### src/rtl/time_count_pkg.sv
// Shared constants, count-direction enum and range helpers for the time counter.
package time_count_pkg;

  localparam int unsigned FIELD_W      = 6;
  localparam int unsigned DEF_SEC_MOD  = 60;
  localparam int unsigned DEF_MIN_MOD  = 60;
  localparam int unsigned DEF_HOUR_MOD = 24;

  typedef enum logic {
    DIR_UP   = 1'b0,
    DIR_DOWN = 1'b1
  } dir_e;

  // Highest legal value of a field with modulus m.
  function automatic logic [FIELD_W-1:0] mod_max(input int unsigned m);
    return FIELD_W'(m - 1);
  endfunction

  function automatic logic in_range(input logic [FIELD_W-1:0] v, input int unsigned m);
    return 32'(v) < m;
  endfunction

endpackage

### src/rtl/time_digit_cnt.sv
// Generic modulo-MOD up/down counter field with load, carry/borrow in and
// combinational carry/borrow out so a chain of fields ripples in one edge.
module time_digit_cnt
  import time_count_pkg::*;
#(
  parameter int unsigned MOD = 60
) (
  input  logic               clk,
  input  logic               rst,
  input  logic               load_i,
  input  logic [FIELD_W-1:0] load_val_i,
  input  logic               cin_i,
  input  dir_e               dir_i,
  output logic [FIELD_W-1:0] cnt_o,
  output logic [FIELD_W-1:0] cnt_nxt_c,
  output logic               cout_c
);

  logic [FIELD_W-1:0] cnt_q, cnt_d;
  logic               at_end_c;

  // Next value: load wins over a step; the step wraps at the direction's end.
  always_comb begin
    cnt_d    = cnt_q;
    cout_c   = 1'b0;
    at_end_c = (dir_i == DIR_DOWN) ? (cnt_q == '0) : (cnt_q == mod_max(MOD));
    if (load_i) begin
      cnt_d = load_val_i;
    end else if (cin_i) begin
      cout_c = at_end_c;
      if (dir_i == DIR_DOWN) begin
        cnt_d = at_end_c ? mod_max(MOD) : cnt_q - FIELD_W'(1);
      end else begin
        cnt_d = at_end_c ? '0 : cnt_q + FIELD_W'(1);
      end
    end
  end

  always_ff @(posedge clk) begin
    if (rst) begin
      cnt_q <= '0;
    end else begin
      cnt_q <= cnt_d;
    end
  end

  assign cnt_o     = cnt_q;
  assign cnt_nxt_c = cnt_d;

endmodule

### src/rtl/time_count_core.sv
// Hours:minutes:seconds up/down counter with validated preset load and wrap strobes.
// Optional alarm compare enabled by defining TIME_COUNT_ALARM_EN.
module time_count_core
  import time_count_pkg::*;
#(
  parameter int unsigned SEC_MOD  = DEF_SEC_MOD,
  parameter int unsigned MIN_MOD  = DEF_MIN_MOD,
  parameter int unsigned HOUR_MOD = DEF_HOUR_MOD
) (
  input  logic               clk,
  input  logic               rst,
  input  logic               tick,
  input  logic               dir,
  input  logic               pause,
  input  logic               load,
  input  logic [FIELD_W-1:0] load_sec,
  input  logic [FIELD_W-1:0] load_min,
  input  logic [FIELD_W-1:0] load_hour,
  output logic [FIELD_W-1:0] second,
  output logic [FIELD_W-1:0] minute,
  output logic [FIELD_W-1:0] hour,
  output logic               min_stb,
  output logic               hour_stb,
  output logic               day_stb,
  output logic               load_err
`ifdef TIME_COUNT_ALARM_EN
  ,
  input  logic               alarm_set,
  input  logic [FIELD_W-1:0] alarm_sec,
  input  logic [FIELD_W-1:0] alarm_min,
  input  logic [FIELD_W-1:0] alarm_hour,
  output logic               alarm_stb
`endif
);

  logic               load_ok_c, load_acc_c, tick_acc_c;
  logic               sec_cout_c, min_cout_c, hour_cout_c;
  logic [FIELD_W-1:0] sec_nxt_c, min_nxt_c, hour_nxt_c;
  logic               min_stb_q, hour_stb_q, day_stb_q, load_err_q;
  dir_e               dir_c;

  // Load beats pause beats tick; a rejected load still swallows the tick.
  assign load_ok_c  = in_range(load_sec, SEC_MOD) && in_range(load_min, MIN_MOD) &&
                      in_range(load_hour, HOUR_MOD);
  assign load_acc_c = load && load_ok_c;
  assign tick_acc_c = tick && !load && !pause;
  assign dir_c      = dir_e'(dir);

  time_digit_cnt #(.MOD(SEC_MOD)) u_sec (
    .clk        (clk),
    .rst        (rst),
    .load_i     (load_acc_c),
    .load_val_i (load_sec),
    .cin_i      (tick_acc_c),
    .dir_i      (dir_c),
    .cnt_o      (second),
    .cnt_nxt_c  (sec_nxt_c),
    .cout_c     (sec_cout_c)
  );

  time_digit_cnt #(.MOD(MIN_MOD)) u_min (
    .clk        (clk),
    .rst        (rst),
    .load_i     (load_acc_c),
    .load_val_i (load_min),
    .cin_i      (sec_cout_c),
    .dir_i      (dir_c),
    .cnt_o      (minute),
    .cnt_nxt_c  (min_nxt_c),
    .cout_c     (min_cout_c)
  );

  time_digit_cnt #(.MOD(HOUR_MOD)) u_hour (
    .clk        (clk),
    .rst        (rst),
    .load_i     (load_acc_c),
    .load_val_i (load_hour),
    .cin_i      (min_cout_c),
    .dir_i      (dir_c),
    .cnt_o      (hour),
    .cnt_nxt_c  (hour_nxt_c),
    .cout_c     (hour_cout_c)
  );

  // Strobes line up with the first cycle the wrapped count is visible.
  always_ff @(posedge clk) begin
    if (rst) begin
      min_stb_q  <= 1'b0;
      hour_stb_q <= 1'b0;
      day_stb_q  <= 1'b0;
      load_err_q <= 1'b0;
    end else begin
      min_stb_q  <= sec_cout_c;
      hour_stb_q <= min_cout_c;
      day_stb_q  <= hour_cout_c;
      load_err_q <= load && !load_ok_c;
    end
  end

  assign min_stb  = min_stb_q;
  assign hour_stb = hour_stb_q;
  assign day_stb  = day_stb_q;
  assign load_err = load_err_q;

`ifdef TIME_COUNT_ALARM_EN
  logic [FIELD_W-1:0] alarm_sec_q, alarm_min_q, alarm_hour_q;
  logic               alarm_stb_q, alarm_hit_c;

  // Match against the value the counters are about to take.
  assign alarm_hit_c = (tick_acc_c || load_acc_c) && (sec_nxt_c == alarm_sec_q) &&
                       (min_nxt_c == alarm_min_q) && (hour_nxt_c == alarm_hour_q);

  always_ff @(posedge clk) begin
    if (rst) begin
      alarm_sec_q  <= '0;
      alarm_min_q  <= '0;
      alarm_hour_q <= '0;
      alarm_stb_q  <= 1'b0;
    end else begin
      if (alarm_set) begin
        alarm_sec_q  <= alarm_sec;
        alarm_min_q  <= alarm_min;
        alarm_hour_q <= alarm_hour;
      end
      alarm_stb_q <= alarm_hit_c;
    end
  end

  assign alarm_stb = alarm_stb_q;
`else
  // Next-state values only feed the alarm compare.
  logic [3*FIELD_W-1:0] nxt_unused;
  assign nxt_unused = {hour_nxt_c, min_nxt_c, sec_nxt_c};
`endif

endmodule
### config.mk
export PLATFORM = sky130hd
export DESIGN_NAME = time_count_core
export DESIGN_NICKNAME = d
export VERILOG_FILES = /design/src/rtl/time_count_pkg.sv /design/src/rtl/time_digit_cnt.sv /design/src/rtl/time_count_core.sv
export SDC_FILE = /design/constraint.sdc
export NUM_CORES = 1
export LEC_CHECK = 0
export ABC_CLOCK_PERIOD_IN_PS = 2900
export CAP_MARGIN = 30
export CORE_MARGIN = 1.5
export CORE_UTILIZATION = 28
export CTS_CLUSTER_SIZE = 40
export DETAILED_ROUTE_END_ITERATION = 7
export MAX_ROUTING_LAYER = met4
export SLEW_MARGIN = 30
export SYNTH_ARGS = -nofsm -noshare
export SYNTH_HDL_FRONTEND = slang
export SYNTH_SLANG_ARGS = --single-unit
### constraint.sdc
create_clock -name clk -period 2.9 [get_ports clk]
set_input_delay 0.435 -clock clk [delete_from_list [all_inputs] [get_ports clk]]
set_output_delay 0.435 -clock clk [all_outputs]
set_load 0.005 [all_outputs]
# After elaboration in Yosys (flattened, before gate mapping)
# Index checks and enable logic that the tools add are counted.
# Widths: inputs -> output; s select.
dict set report totals {
  regBits 22
  input_bits 24
  word_cells 58
}
dict set report classes {
  n_addsub 6
  n_lt_le_gt_ge 3
  n_eq_ne 3
  n_mux 22
  bitwise 1
  reduce_logical 16
}
# operator n
set ops {}
lappend ops {{$mux 6} 15}
lappend ops {{$add 6x1->6 const B} 3}
lappend ops {{$logic_not 6->1} 3}
lappend ops {{$sub 6x1->6 const B} 3}
lappend ops {{$eq 6x6->1 const B} 2}
lappend ops {{$lt 6x6->1 const B} 2}
lappend ops {{$mux 1} 7}
lappend ops {{$eq 6x5->1 const B} 1}
lappend ops {{$logic_and 1x1->1} 6}
lappend ops {{$lt 6x5->1 const B} 1}
lappend ops {{$reduce_bool 2->1} 3}
lappend ops {{$logic_not 1->1} 3}
lappend ops {{$reduce_or 3->1} 1}
lappend ops {{$not 1->1} 1}

# Logic depth before layout (Yosys ltp)
dict set report depth {
  word_depth 9
  ltp_mapped 8
  ltp_nobuf 7
}

# Modules after synthesis
# A second synthesis with hierarchy kept.
dict set report unflattened {
  hier_cells 245
  area_unflattened_um2 1958.1
}
# mod instances cells_per_inst area_per_inst_um2 seq_area_each_um2
set by_module_without_submodules {}
lappend by_module_without_submodules {{time_digit_cnt (u_min ...)} 2 78 619.3 120.1}
lappend by_module_without_submodules {{time_digit_cnt (u_hour)} 1 75 564.3 120.1}
lappend by_module_without_submodules {time_count_core 1 14 155.1 80.1}

# Worst setup path before layout
# OpenSTA, ideal clock, no wires.
dict set report synth_path {
  kind {flip-flop to flip-flop}
  startpoint {register u_sec.cnt_q[0] (netlist: u_sec.cnt_o[0])}
  endpoint {register u_hour.cnt_q[3] (netlist: u_hour.cnt_o[3])}
  setup_ns 0.088
  arrival_ns 2.056
  required_ns 2.812
  slack_ns 0.756
  path_stages_with_launch 9
  period_less_slack_ns 2.144
  path_cell_list {dfxtp_1 -> inv_1 -> ha_1 -> or4b_4 -> buf_6 -> o22ai_2 -> o211ai_2 -> or3_1 -> a311oi_2}
}
dict set report synth_between {
  elab_chain_cells 7
}
# item line_no
set synth_rtl {}
lappend synth_rtl {{start, declared} time_digit_cnt.sv:19} ;# logic [FIELD_W-1:0] cnt_q, cnt_d;
lappend synth_rtl {{start signal, assigned} time_digit_cnt.sv:43} ;# cnt_q <= cnt_d;
lappend synth_rtl {{$eq 6x6->1 / $logic_not 6->1 (equally long branches)} time_digit_cnt.sv:26} ;# at_end_c = (dir_i == DIR_DOWN) ? (cnt_q == '0) : (cnt_q == mod_max(MOD));
lappend synth_rtl {{$mux 1 *} time_digit_cnt.sv:26}
lappend synth_rtl {{$mux 1 *} time_digit_cnt.sv:29} ;# end else if (cin_i) begin
lappend synth_rtl {{$mux 1 *} time_digit_cnt.sv:27} ;# if (load_i) begin
lappend synth_rtl {{$mux 1 *} time_digit_cnt.sv:29}
lappend synth_rtl {{$mux 1 *} time_digit_cnt.sv:27}
lappend synth_rtl {{$reduce_bool 2->1 (no line) *} n/a}
lappend synth_rtl {{end signal, assigned} time_digit_cnt.sv:43}
lappend synth_rtl {{end, declared} time_digit_cnt.sv:19}
# Mark *: on every way between the ends. The rest lies on a longest branch, timed or not.
# A chain may end at the register's enable or synchronous reset.

# Final worst setup path
dict set report layout_path {
  startpoint {input port load}
  endpoint {register u_min.cnt_q[2] (netlist: u_min.cnt_o[2])}
}
dict set report layout_between {
  elab_chain_cells 6
}
# item line_no
set layout_rtl {}
lappend layout_rtl {{start, declared} time_count_core.sv:15} ;# input logic load,
lappend layout_rtl {{$logic_not 1->1} time_count_core.sv:46} ;# assign tick_acc_c = tick && !load && !pause;
lappend layout_rtl {{$logic_and 1x1->1 (2 in series)} time_count_core.sv:46}
lappend layout_rtl {{$mux 1} time_digit_cnt.sv:29}
lappend layout_rtl {{$mux 1} time_digit_cnt.sv:27}
lappend layout_rtl {{$reduce_bool 2->1 (no line)} n/a}
lappend layout_rtl {{end signal, assigned} time_digit_cnt.sv:43}
lappend layout_rtl {{end, declared} time_digit_cnt.sv:19}
# Parallel ways exist; a longest one is shown, timed or not.

==> impl_metrics.xml <==
<?xml version="1.0" encoding="UTF-8"?>
<metrics>
  <group name="clocking">
    <metric name="cts.path.max_buffers" unit="">2</metric>
    <metric name="cts_inserted_buffers" unit="">3</metric>
    <metric name="ctsRootBufferMaster" unit="">sky130_fd_sc_hd__clkbuf_8</metric>
    <metric name="tritoncts_num_sinks" unit="">22</metric>
    <metric name="clk-insertion-delay-late" unit="ns">0.26</metric>
    <metric name="tritoncts_clock_tree" unit="">done</metric>
    <metric name="cts.repair_timing.setup_buffer_count" unit="">0</metric>
    <metric name="clock_transition_at_path_regs" unit="ns">0.08</metric>
    <metric name="cts.repair.resized" unit="">0</metric>
    <metric name="h-tree-depth" unit="">1</metric>
    <metric name="ctsHoldBuffers" unit="">0</metric>
  </group>
  <group name="layout">
    <metric name="layout-area-overhead-vs-synth" unit="%">33.50</metric>
    <metric name="multi_input_comb_area" unit="mm²">0.001239</metric>
    <metric name="sequential_cell_area" unit="µm²">440.4</metric>
    <metric name="layout-drive-gt1-share" unit="">0.1026</metric>
    <metric name="filler_cell_count" unit="">664</metric>
    <metric name="final_nets" unit="">304</metric>
    <metric name="antenna-diode-count" unit="">0</metric>
  </group>
  <group name="worst_setup_path">
    <metric name="worst-path-max-fanout" unit="">9</metric>
    <metric name="critical_path.max_stage_delay" unit="ns">0.56</metric>
    <metric name="worst_ep_required_time" unit="ns">3.10</metric>
    <metric name="crit_path_top_delay_cell" unit="">sky130_fd_sc_hd__or3b_1</metric>
    <metric name="arrival" unit="ns">2.60</metric>
    <metric name="path_cells" unit="">clkdlybuf4s50_1 &gt; or3b_1 &gt; nor3_1 &gt; nor2_1 &gt; or4_1 &gt; a21oi_1</metric>
    <metric name="startpoint_type" unit="">primary input</metric>
    <metric name="worst-setup-path-type" unit="">in -&gt; reg</metric>
    <metric name="capturing_element_type_of_the_critical_path" unit="">register</metric>
  </group>
  <group name="logic_synthesis">
    <metric name="synthTopCellsByArea" unit="">sky130_fd_sc_hd__dfxtp_1 24%, sky130_fd_sc_hd__a21oi_1 4.4%, sky130_fd_sc_hd__ha_1 4.2%</metric>
    <metric name="asyncSetResetFlopFracSynth" unit="">0</metric>
    <metric name="yosysWarnings" unit="">0</metric>
    <metric name="synth_top_flop_cell" unit="">sky130_fd_sc_hd__dfxtp_1</metric>
    <metric name="synth.cell_area" unit="mm²">0.001804</metric>
    <metric name="seq_area_frac_synth" unit="">0.2441</metric>
    <metric name="yosys.area.top_type_share" unit="">0.2441</metric>
    <metric name="post-synth-top-area-cell" unit="">sky130_fd_sc_hd__dfxtp_1</metric>
    <metric name="synth_enable_flop_cells" unit="">0</metric>
    <metric name="syn_inst" unit="">233</metric>
    <metric name="syn_avg_cell_area" unit="µm²">7.743</metric>
    <metric name="synth-seq-cells" unit="">22</metric>
    <metric name="synth.net_count" unit="">263</metric>
    <metric name="post_synth_num_cell_types" unit="">61</metric>
  </group>
  <group name="min_path">
    <metric name="worst_hold_path_type" unit="">reg -&gt; reg</metric>
  </group>
  <group name="route">
    <metric name="drc" unit="">0</metric>
    <metric name="routed-via-count" unit="">1966</metric>
    <metric name="dr.pass1.iters" unit="">4</metric>
    <metric name="drt_first_iter_violations" unit="">162</metric>
    <metric name="drt_wl_total" unit="µm">5562</metric>
    <metric name="detail_route.vias_per_cell" unit="">5.617</metric>
    <metric name="route.antenna.remaining_nets" unit="">0</metric>
    <metric name="avgRoutedWirePerCell" unit="µm">15.89</metric>
  </group>
  <group name="global_routing">
    <metric name="number_of_global_route_vias_before_repair" unit="">1835</metric>
    <metric name="globalRouteOverflowTotal" unit="">0</metric>
    <metric name="grt_start_max_net_pins" unit="">20</metric>
    <metric name="grt_util_all_layers" unit="">0.1641</metric>
    <metric name="grt_antenna_before_repair" unit="">0</metric>
    <metric name="grt_first_pass_wirelength" unit="µm">9273</metric>
  </group>
  <group name="power">
    <metric name="power.ir.vdd_worst" unit="mV">0.2057</metric>
    <metric name="clkPwrFrac" unit="">0.268</metric>
    <metric name="p_seq_frac" unit="">0.418</metric>
    <metric name="power_report.internal_total" unit="µW">576.6</metric>
    <metric name="total_leakage_power" unit="nW">0.8484</metric>
    <metric name="sw_frac_of_total" unit="">0.3128</metric>
    <metric name="power_per_cell_area" unit="mW/mm²">348.4</metric>
    <metric name="share_of_power_burned_in_combinational_logic" unit="">0.313</metric>
    <metric name="power_switching" unit="µW">262.5</metric>
  </group>
  <group name="timing">
    <metric name="final_min_period_over_clock_period" unit="">0.8275</metric>
    <metric name="whs" unit="ns">0.5295</metric>
    <metric name="final.setup.tns" unit="ns">0</metric>
    <metric name="max_slew.worst_pin.slew" unit="ns">0.5944</metric>
    <metric name="fmax" unit="MHz">416.7</metric>
    <metric name="worst_clock_skew" unit="ns">0.0005518</metric>
    <metric name="finalHoldViolations" unit="">0</metric>
    <metric name="maxSlewViolCount" unit="">0</metric>
    <metric name="setup_violations" unit="">0</metric>
    <metric name="timing.max_slew.rel_slack" unit="">0.6038</metric>
    <metric name="grt_setup_unrepaired" unit="">no</metric>
    <metric name="final_period_minus_worst_setup_slack" unit="ns">2.400</metric>
  </group>
  <group name="floorplanning">
    <metric name="die_h" unit="µm">83.27</metric>
    <metric name="initial_core_util" unit="">0.2874</metric>
    <metric name="placementRows" unit="">29</metric>
    <metric name="ios" unit="">46</metric>
    <metric name="fp.dieArea" unit="mm²">0.006934</metric>
    <metric name="die_x" unit="µm">83.27</metric>
    <metric name="core" unit="mm²">0.006277</metric>
  </group>
  <group name="place">
    <metric name="buffer_ports.inserted" unit="">45</metric>
    <metric name="hpwl_dp" unit="µm">4068</metric>
    <metric name="gpl.final_weighted_congestion" unit="">0.8658</metric>
  </group>
  <group name="flow_run">
    <metric name="max_cap_violation_count" unit="">0</metric>
  </group>
  <group name="status">
    <metric name="status" unit="">finished clean</metric>
  </group>
</metrics>
[placed cells by master (no fill, tap or decap), drive strengths merged, types with 4 or more instances in the layout]
cell           instances
a21oi                 16
a31oi                  4
and3                   7
buf                   13
clkbuf                 4
clkdlybuf4s50         45
dfxtp                 22
ha                     6
inv                    8
nand2                 15
nand2b                 4
nand3                 12
nand4                  7
nor2                  11
nor3                   5
nor3b                  4
o211ai                 8
o21ai                 14
o41ai                  4
or3                    6
[cells in the mapped netlist (all sizes together), types with 2 or more instances]
cell type / instances
dfxtp: 22
clkbuf: 18
a21oi: 16
nand2: 15
o21ai: 14
nand3: 12
nor2: 11
inv: 8
o211ai: 8
and3: 7
nand4: 7
ha: 6
or3: 6
nor3: 5
a31oi: 4
buf: 4
nand2b: 4
nor3b: 4
o41ai: 4
a21boi: 3
a311oi: 3
a41oi: 3
o22ai: 3
o31ai: 3
xor2: 3
a211o: 2
a22oi: 2
and2: 2
and4: 2
mux2i: 2
nand4b: 2
nor4b: 2
o21bai: 2
o31a: 2
or2: 2
or4: 2
xnor2: 2
[power by group through the flow]
| stage | Sequential, mW | Combinational (mW) | Clock, mW |
|---|---|---|---|
| 2_1_floorplan | 0.342 | 0.167 | 0 |
| 3_3_place_gp | 0.358 | 0.261 | 0 |
| 3_5_place_dp | 0.358 | 0.261 | 0 |
| 4_1_cts | 0.350 | 0.263 | 0.234 |
| 5_1_grt | 0.356 | 0.288 | 0.245 |
| 6_report | 0.351 | 0.263 | 0.225 |
[flip-flops by register name, summed over array words and instances, names as in the netlist]
name	cells
u_hour.cnt_o	6
hour_stb	1
u_sec.cnt_o	6
u_min.cnt_o	6
load_err	1
min_stb	1
day_stb	1
[critical path: cells and delay by family]
kind / cells / cell delay, ns
and+or+nand+nor: 4 / 1.56
buffers and inverters: 1 / 0.46
AOI/OAI and AO/OA: 1 / 0.14
[final cells by class]
class | count | share of cell area
multi-input combinational | 181 | 0.5143
timing repair buffer | 58 | 0.2275
sequential | 22 | 0.1829
tap | 77 | 0.04000
clock buffer | 4 | 0.02286
inverter | 8 | 0.01247
[path summary, 6_finish.rpt]
kind / from / endpoint / slack, ns / cells past startpoint
max reg2reg: u_sec.cnt_o[0] / u_hour.cnt_o[3] / 0.56 / 7
max: load / u_min.cnt_o[2] / 0.50 / 6
min: u_hour.cnt_o[5] / u_hour.cnt_o[5] / 0.53 / 2
min reg2reg: u_hour.cnt_o[5] / u_hour.cnt_o[5] / 0.53 / 2
[layer usage]
| metal | GRT usage | wire length (µm) | up-vias |
|---|---|---|---|
| li1 | - | - | 972 |
| met1 | 0.2195 | 2661 | 936 |
| met2 | 0.2579 | 2575 | 52 |
| met3 | 0.02883 | 284 | 6 |
| met4 | 0.03939 | 42 | 0 |
| met5 | - | 0 | - |
[cells by family after synthesis]
group / share of synthesized area
AOI/OAI and AO/OA: 0.3037
adders and majority gates: 0.04161
xor gates and xnor gates: 0.02428
buffers and inverters: 0.06934
DFF: 0.2441
and+or+nand+nor: 0.2996
muxes: 0.01734
[through the flow]
step | setup slack [ns] | instance area (µm²) | util | power (mW) | cells
5_1_grt | 0.3747 | 2409 | 0.3837 | 0.8883 | 350
3_3_place_gp | 0.3083 | 2354 | 0.3749 | 0.6188 | 346
3_5_place_dp | 0.2504 | 2354 | 0.3749 | 0.6189 | 346
6_report | 0.5002 | 2409 | 0.3837 | 0.8391 | 350
2_1_floorplan | 0.7556 | 1804 | - | 0.5087 | 233
4_1_cts | 0.5299 | 2409 | 0.3837 | 0.8468 | 350
No activity file was read; power rests on OpenSTA's default activity.
